===== src/rtl/analog_ctrl.sv =====
// rtl/analog_ctrl.sv - clock sequencer, comparator feedback and event FIFO for one cochlea channel
//
// Purpose: generates cclk/div2/lo for the analog filter core, resynchronises
// the comparator decision on the falling edge of phi1b_dig, feeds it back as
// fb and logs every decision change into a 4-deep event FIFO.
//
// Ports:
//   clk, rstb             system clock, asynchronous active-low reset
//   en                    channel enable (synchronous)
//   cclk_half, lo_half    divider half-period minus 1, in clk cycles
//   cclk, div2, lo        clock outputs to the analog core (flop outputs)
//   comp_high, phi1b_dig  comparator decision and sample strobe (asynchronous)
//   fb                    registered comparator decision back to the core
//   evt_valid/evt_ready   event FIFO handshake; evt_pol/evt_ts is the head entry
//   evt_ovf, ovf_clr      sticky overflow flag and its clear
//
// Build option: define ANALOG_CTRL_TS_EN to implement the sample-index
// timestamp; otherwise entries carry polarity only and evt_ts is tied to 0.

module analog_ctrl #(
  parameter int DIV_W = 8,
  parameter int LO_W  = 8,
  parameter int TS_W  = 12
) (
  input  logic             clk,
  input  logic             rstb,
  input  logic             en,
  input  logic [DIV_W-1:0] cclk_half,
  input  logic [LO_W-1:0]  lo_half,
  output logic             cclk,
  output logic             div2,
  output logic             lo,
  output logic             fb,
  input  logic             comp_high,
  input  logic             phi1b_dig,
  output logic             evt_valid,
  input  logic             evt_ready,
  output logic             evt_pol,
  output logic [TS_W-1:0]  evt_ts,
  output logic             evt_ovf,
  input  logic             ovf_clr
);

`ifdef ANALOG_CTRL_TS_EN
  localparam int ENT_W = TS_W + 1;
`else
  localparam int ENT_W = 1;
`endif

  // ---------------------------------------------------------------------
  // Synchronisers; the third phi flop provides falling-edge detection.
  // ---------------------------------------------------------------------
  logic comp_s1, comp_s2;
  logic phi_s1, phi_s2, phi_s3;

  always_ff @(posedge clk or negedge rstb) begin
    if (!rstb) begin
      comp_s1 <= 1'b0;
      comp_s2 <= 1'b0;
      phi_s1  <= 1'b0;
      phi_s2  <= 1'b0;
      phi_s3  <= 1'b0;
    end else begin
      comp_s1 <= comp_high;
      comp_s2 <= comp_s1;
      phi_s1  <= phi1b_dig;
      phi_s2  <= phi_s1;
      phi_s3  <= phi_s2;
    end
  end

  logic strobe, sample;
  assign strobe = phi_s3 & ~phi_s2;
  assign sample = strobe & en;

  // ---------------------------------------------------------------------
  // cclk divider. The compare is >= so that lowering cclk_half below the
  // current count wraps at once instead of running the counter round.
  // ---------------------------------------------------------------------
  logic [DIV_W-1:0] cclk_cnt;
  logic             cclk_wrap;
  assign cclk_wrap = (cclk_cnt >= cclk_half);

  always_ff @(posedge clk or negedge rstb) begin
    if (!rstb) begin
      cclk_cnt <= '0;
      cclk     <= 1'b0;
      div2     <= 1'b0;
    end else if (!en) begin
      cclk_cnt <= '0;
      cclk     <= 1'b0;
      div2     <= 1'b0;
    end else if (cclk_wrap) begin
      cclk_cnt <= '0;
      cclk     <= ~cclk;
      // cclk is about to go 0->1: that is the div2 toggle point
      if (!cclk) div2 <= ~div2;
    end else begin
      cclk_cnt <= cclk_cnt + DIV_W'(1);
    end
  end

  // ---------------------------------------------------------------------
  // lo divider, independent of cclk
  // ---------------------------------------------------------------------
  logic [LO_W-1:0] lo_cnt;
  logic            lo_wrap;
  assign lo_wrap = (lo_cnt >= lo_half);

  always_ff @(posedge clk or negedge rstb) begin
    if (!rstb) begin
      lo_cnt <= '0;
      lo     <= 1'b0;
    end else if (!en) begin
      lo_cnt <= '0;
      lo     <= 1'b0;
    end else if (lo_wrap) begin
      lo_cnt <= '0;
      lo     <= ~lo;
    end else begin
      lo_cnt <= lo_cnt + LO_W'(1);
    end
  end

  // ---------------------------------------------------------------------
  // Feedback flop and event generation
  // ---------------------------------------------------------------------
  logic push_req;
  assign push_req = sample & (comp_s2 != fb);

  always_ff @(posedge clk or negedge rstb) begin
    if (!rstb)       fb <= 1'b0;
    else if (sample) fb <= comp_s2;
  end

  logic [ENT_W-1:0] entry;

`ifdef ANALOG_CTRL_TS_EN
  logic [TS_W-1:0] ts;

  always_ff @(posedge clk or negedge rstb) begin
    if (!rstb)       ts <= '0;
    else if (!en)    ts <= '0;
    else if (sample) ts <= ts + TS_W'(1);
  end

  // event carries the pre-increment sample index
  assign entry = {comp_s2, ts};
`else
  assign entry = comp_s2;
`endif

  // ---------------------------------------------------------------------
  // 4-deep event FIFO. A push into a full FIFO succeeds only when the head
  // is popped in the same cycle; otherwise it is dropped and flagged.
  // ---------------------------------------------------------------------
  logic [ENT_W-1:0] mem [4];
  logic [1:0]       wr_ptr, rd_ptr;
  logic [2:0]       count;
  logic             full, pop, push, drop;

  assign full = (count == 3'd4);
  assign pop  = evt_valid & evt_ready;
  assign push = push_req & (~full | pop);
  assign drop = push_req & full & ~pop;

  always_ff @(posedge clk or negedge rstb) begin
    if (!rstb) begin
      for (int i = 0; i < 4; i++) mem[i] <= '0;
      wr_ptr  <= '0;
      rd_ptr  <= '0;
      count   <= '0;
      evt_ovf <= 1'b0;
    end else begin
      if (push) begin
        mem[wr_ptr] <= entry;
        wr_ptr      <= wr_ptr + 2'd1;
      end
      if (pop) rd_ptr <= rd_ptr + 2'd1;
      case ({push, pop})
        2'b10:   count <= count + 3'd1;
        2'b01:   count <= count - 3'd1;
        default: count <= count;
      endcase
      // a drop in the same cycle as a clear leaves the flag set
      if (drop)         evt_ovf <= 1'b1;
      else if (ovf_clr) evt_ovf <= 1'b0;
    end
  end

  logic [ENT_W-1:0] head;
  assign head      = mem[rd_ptr];
  assign evt_valid = (count != 3'd0);
  assign evt_pol   = head[ENT_W-1];

`ifdef ANALOG_CTRL_TS_EN
  assign evt_ts = head[TS_W-1:0];
`else
  assign evt_ts = '0;
`endif

endmodule


===== config.mk =====
export PLATFORM = sky130hd
export DESIGN_NAME = analog_ctrl
export DESIGN_NICKNAME = d
export VERILOG_FILES = /design/src/rtl/analog_ctrl.sv
export SDC_FILE = /design/constraint.sdc
export NUM_CORES = 1
export LEC_CHECK = 0
export CORE_MARGIN = 4
export CORE_UTILIZATION = 47
export DETAILED_ROUTE_END_ITERATION = 12
export PLACE_DENSITY = 0.75
export SLEW_MARGIN = 15
export SYNTH_ARGS = -nofsm -noshare
export SYNTH_HDL_FRONTEND = slang
export SYNTH_SLANG_ARGS = --single-unit

===== constraint.sdc =====
create_clock -name clk -period 2.3 [get_ports clk]
set_input_delay 0.345 -clock clk [delete_from_list [all_inputs] [get_ports clk]]
set_output_delay 0.345 -clock clk [all_outputs]
set_load 0.02 [all_outputs]

# After elaboration in Yosys (flattened, before gate mapping)
# Index checks and enable logic that the tools add are counted.
totals:
  register_bits: 37
  input_bits: 23
  output_inout_bits: 19
  wordCells: 78
op_classes:
  addsub: 6
  order_cmp: 5
  eq_ne: 7
  muxes: 20
  bitwise_logic: 16
  n_reduce_logical: 5
ops:
  columns: ["op", "count"]
  rows:
  - ["$mux W8", 4]
  - ["$add A8 B1 Y8 const B", 2]
  - ["$ge A8 B8 Y1", 2]
  - ["$mux W1", 12]
  - ["$and A1 B1 Y1", 7]
  - ["$ge A3 B3 Y1 const B", 2]
  - ["$not A1 Y1", 6]
  - ["$not A2 Y3", 2]
  - ["$pmux W3 S2", 1]
  - ["$add A2 B1 Y2 const B", 2]
  - ["$bwmux W4", 1]
  - ["$ne A2 B1 Y1 const B", 2]
  - ["$reduce_bool A2 Y1", 2]
  - ["$add A3 B1 Y3 const B", 1]
  - ["$eq A3 B3 Y1 const B", 1]
  - ["$lt A3 B1 Y1 const B", 1]
  - ["$reduce_bool A3 Y1", 1]
  - ["$sub A3 B1 Y3 const B", 1]
  - ["$bmux W1 S2", 1]
  - ["$demux W1 S2", 1]
  - ["$eq A2 B1 Y1 const B", 1]
  - ["$eq A2 B2 Y1 const B", 1]
  - ["$ne A2 B2 Y1 const B", 1]
  - ["$reduce_and A2 Y1", 1]
  - ["3 further kinds", 3]

# Depth between registers and ports, before layout
depth:
  word_depth: 7
  mapped_depth: 10

# Least setup slack after synthesis
# Ideal clock, no wire load.
synth_timing:
  kind: "register to register"
  start: "register count[1]"
  end: "register count[2]"
  t_arrival_ns: 2.109
  required_time_ns: 2.221
  setup_slack_ns: 0.111
  path_stages_with_launch: 10
  n_path_buf: 0
  period_less_slack_ns: 2.189
  path_cell_list: "dfrtp_1 > or4b_1 > nor3b_4 > inv_1 > ha_1 > inv_1 > fa_1 > xor2_1 > nor2_1 > xor2_1"
synth_between:
  elab_chain_cells: 6
  elab_cells_between_ends: 12
  classes_between: "add/sub: 2; eq/ne: 3; mux: 1; bitwise: 4; reduce/logical: 2"
synth_lines:
  columns: ["item", "line", "text"]
  rows:
  - ["start: declaration", "159", "logic [2:0] count;"]
  - ["start signal: assignment", "181", "2'b10: count <= count + 3'd1;"]
  - ["start signal: assignment", "182", "2'b01: count <= count - 3'd1;"]
  - ["start signal: assignment", "183", "default: count <= count;"]
  - ["$reduce_bool A3 Y1 / $eq A3 B3 Y1 (equally long branches)", "193, 162", null]
  - ["$and A1 B1 Y1 / $not A1 Y1 (equally long branches)", "163, 164", null]
  - ["$or A1 B1 Y1", "164", "assign push = push_req & (~full | pop);"]
  - ["$and A1 B1 Y1", "164", null]
  - ["$eq A2 B1 Y1 / $eq A2 B2 Y1 (equally long branches)", "180", "case ({push, pop})"]
  - ["$pmux W3 S2 / $reduce_bool A2 Y1 (equally long branches)", null, null]
# Several ways; a longest one is shown, not always the timed one.
# A chain may end at the register's enable or synchronous reset.

# Worst setup path in the final report
layout_timing:
  start: "register count[0]"
  end: "register count[2]"
# The elaborated chain is that of the path after synthesis.

==> results by group <==
Drt
  • First-pass iteration count of the detailed router: 4
  • Drt drc: 0
  • Drt total wl: 3.81 mm
  • DRT antenna net count: 0
  • DR iter-0 viols: 51
  • Detailed-route wire length per cell: 12.3 µm
  • Via density: 5.12
  • Vias: 1,582

Clocking
  • Hold_buf cts: 0
  • Clock buffer count from CTS: 5
  • Clk sinks: 37
  • CTS tree: done
  • Clock-pin transition on the worst setup and hold timing paths: 0.07 ns
  • CTS max path bufs: 2
  • Clk_lat worst skew: 0.28 ns
  • CTS root buf: clkbuf_8
  • CTS H-tree depth: 2

Pwr
  • Switching power: 0.644 mW
  • Maximum vdd drop: 0.488 mV
  • Leakage: 1.33 nW
  • Total power: 2.20 mW
  • Clk pwr share: 0.297
  • Sequential Power Share: 0.405
  • Pwr per Cell Area: 813 nW/µm²
  • Int Pwr: 1.56 mW
  • Sw Share: 0.292
  • Gate power share: 0.297

Floorplan
  • Die height: 76.4 µm
  • Core area: 4440 µm²
  • Starting density of the core: 0.494
  • I/O pin count: 42
  • Cell row count: 24
  • Die area: 5830 µm²
  • Die Wd: 76.4 µm

Critical path
  • Crit path capture type: flip-flop
  • Critical Path AT: 2.42 ns
  • Setup crit start kind: flip-flop
  • WP data required: 2.51 ns
  • R2R Path Start: count[0]
  • Setup CP Type: reg -> reg
  • Max incr delay on CP: 0.53 ns
  • CP cell instances: or4b_4, nor3b_4, inv_1, ha_2, inv_1, fa_2, xor2_1, nor2_1, xor2_1
  • FF-to-FF path depth: 9
  • Slowest CP cell: or4b_4
  • Critical path origin: count[0]
  • CP Max Fanout: 2

STA
  • Final Hold Fails: 0
  • Pins Over Slew Limit: 0
  • Fin crit share: 0.960
  • Slew margin rel.: 0.615
  • Least-Margin Pin Slew: 0.577 ns
  • Final setup viols: 0
  • Clk_skew: 0.00702 ns
  • Min cycle time layout: 2.21 ns
  • Final hold slack: 0.352 ns
  • Unrepaired setup endpoints after global routing: false
  • Achievable Freq: 453 MHz

Place
  • Port bufs: 29
  • Placed insts: 299
  • GP Congestion: 0.782
  • Hpwl dp: 2.87 mm

Yosys
  • YS warnings: 0
  • Top-area cell type share of the netlist area: 0.421
  • Synth Instances: 213
  • Yosys reg bits: 37
  • Post-synthesis sequential area ratio: 0.421
  • Area leader, netlist: dfrtp_1
  • Synthesized area per cell: 10.3 µm²
  • Post-Syn Area: 2200 µm²
  • Ranking of synthesized cells by area: dfrtp_1 42%, ha_1 13%, xor2_1 5.2%, inv_1 4.4%, buf_4 4.1%
  • Library cells used by synthesis: 40

Finish
  • Share of layout cells above drive strength 1: 0.101
  • Post-Layout Cell Count: 309
  • Final core utilization: 0.610
  • Filler cells: 379
  • Area delta synth->final: 23.4%
  • Nets: 303
  • N_diodes: 0

Worst hold path
  • Hold_sp: comp_s1
  • Worst Hold Class: reg -> reg
  • Hold path cells: 0

Run
  • Max Cap Viol: 0

Outcome
  • Outcome: completed

Global routing
  • Total track usage: 0.140
  • GRT Residual Overflow: 0
  • Vias in the first global route: 1,606
  • Initial antenna violation count: 0
  • Largest net degree at the start of global routing: 38
  • First-pass GRT wire length: 6.72 mm
final timing paths:
kind                             end  slack [ns]
min in group asynchronous       cclk        0.47
setup / recovery            count[2]        0.09
max in group asynchronous  lo_cnt[2]        1.49
hold reg to reg              comp_s2        0.35
hold / removal               comp_s2        0.35
setup reg to reg            count[2]        0.09
cell type report:
class | instances | area [µm²] | area share
well taps | 52 | 65.1 | 0.0240
clock buffers | 5 | 68.8 | 0.0254
flip-flops and latches | 37 | 926 | 0.341
repair buffers | 38 | 360 | 0.133
inverters | 26 | 97.6 | 0.0360
multi-input cells | 148 | 1130 | 0.416
clock inverters | 3 | 65.1 | 0.0240
cells in the mapped netlist (all sizes together):
library cell,count
nor3b,3
and3,4
nand3b,1
buf,13
nor3,8
nand3,12
a32oi,2
xor2,13
nor2b,1
mux4,1
ha,23
fa,1
o211ai,3
o32ai,1
a21o,1
conb,1
inv,26
mux2,5
o2111ai,2
nand4,2
a211oi,2
o221a,1
a211o,3
o21ai,4
or3b,1
a21oi,2
and2,3
or3,3
nand2b,2
nor2,10
o21a,1
o221ai,1
dfrtp,37
xnor2,6
nand2,13
or4b,1
logic make-up after synthesis:
family	synth area share
compound gates	0.0809
xor+xnor	0.0757
fa+ha+maj	0.140
buf+inv	0.0877
flops	0.421
mux	0.0359
other cells	0.00171
simple gates	0.157
routing by layer:
layer,up-vias,share of wire,GRT usage
met3,2,0.044,0.0437
met1,759,0.45,0.157
met5,-,0,0
met4,0,0.0050,0.0489
li1,793,-,-
met2,28,0.50,0.248
stage by stage:
step | TNS (ns) | instance area (µm²) | setup WS (ns)
2_1_floorplan | 0 | 2240 | 0.111
3_3_place_gp | -0.230 | 2550 | -0.206
3_5_place_dp | -0.400 | 2550 | -0.278
4_1_cts | 0 | 2690 | 0.00736
5_1_grt | 0 | 2710 | 0.0211
6_report | 0 | 2710 | 0.0919
flip-flops by register name (all words and copies together) (netlist names), 2 cells and up:
register and count:
count 3, mem 4, lo_cnt 8, rd_ptr 2, wr_ptr 2, cclk_cnt 8
power groups by stage:
stage / combinational, mW / sequential, mW / clock, mW
finish: 0.655 / 0.893 / 0.655
floorplan: 0.398 / 0.905 / 0
detailed placement: 0.619 / 0.904 / 0
global placement: 0.597 / 0.904 / 0
global route: 0.728 / 0.912 / 0.703
CTS: 0.625 / 0.897 / 0.674
timing repair:
| item | CTS | global route |
|---|---|---|
| pin swaps | 0 | 3 |
| setup buffers | 0 | 2 |
| cloned | 0 | 0 |
| resized for setup | 1 | 3 |
| hold endpoints to repair | 0 | 0 |
| setup endpoints to repair | 1 | 1 |
worst max-delay path, delay by kind of cell, from the launching register on:
| family | cells | cell delay [ns] |
|---|---|---|
| XOR/XNOR | 2 | 0.30 |
| adder cells (fa/ha/maj) | 2 | 0.49 |
| buffers and inverters | 2 | 0.12 |
| AND/OR/NAND/NOR | 3 | 0.83 |
| flip-flops | 1 | 0.40 |
cell usage in the layout (no fill, tap or decap), drive strengths merged, types with 4 or more instances in the layout:
master and count:
nor2 10, nand2 13, conb 12, mux2 5, nand3 12, clkdlybuf4s50 28
buf 9, clkbuf 5, nor3 8, ha 23, o21ai 4, xnor2 6
xor2 13, and3 4, inv 26, dfrtp 37
Power figures use the tool's default switching activity.
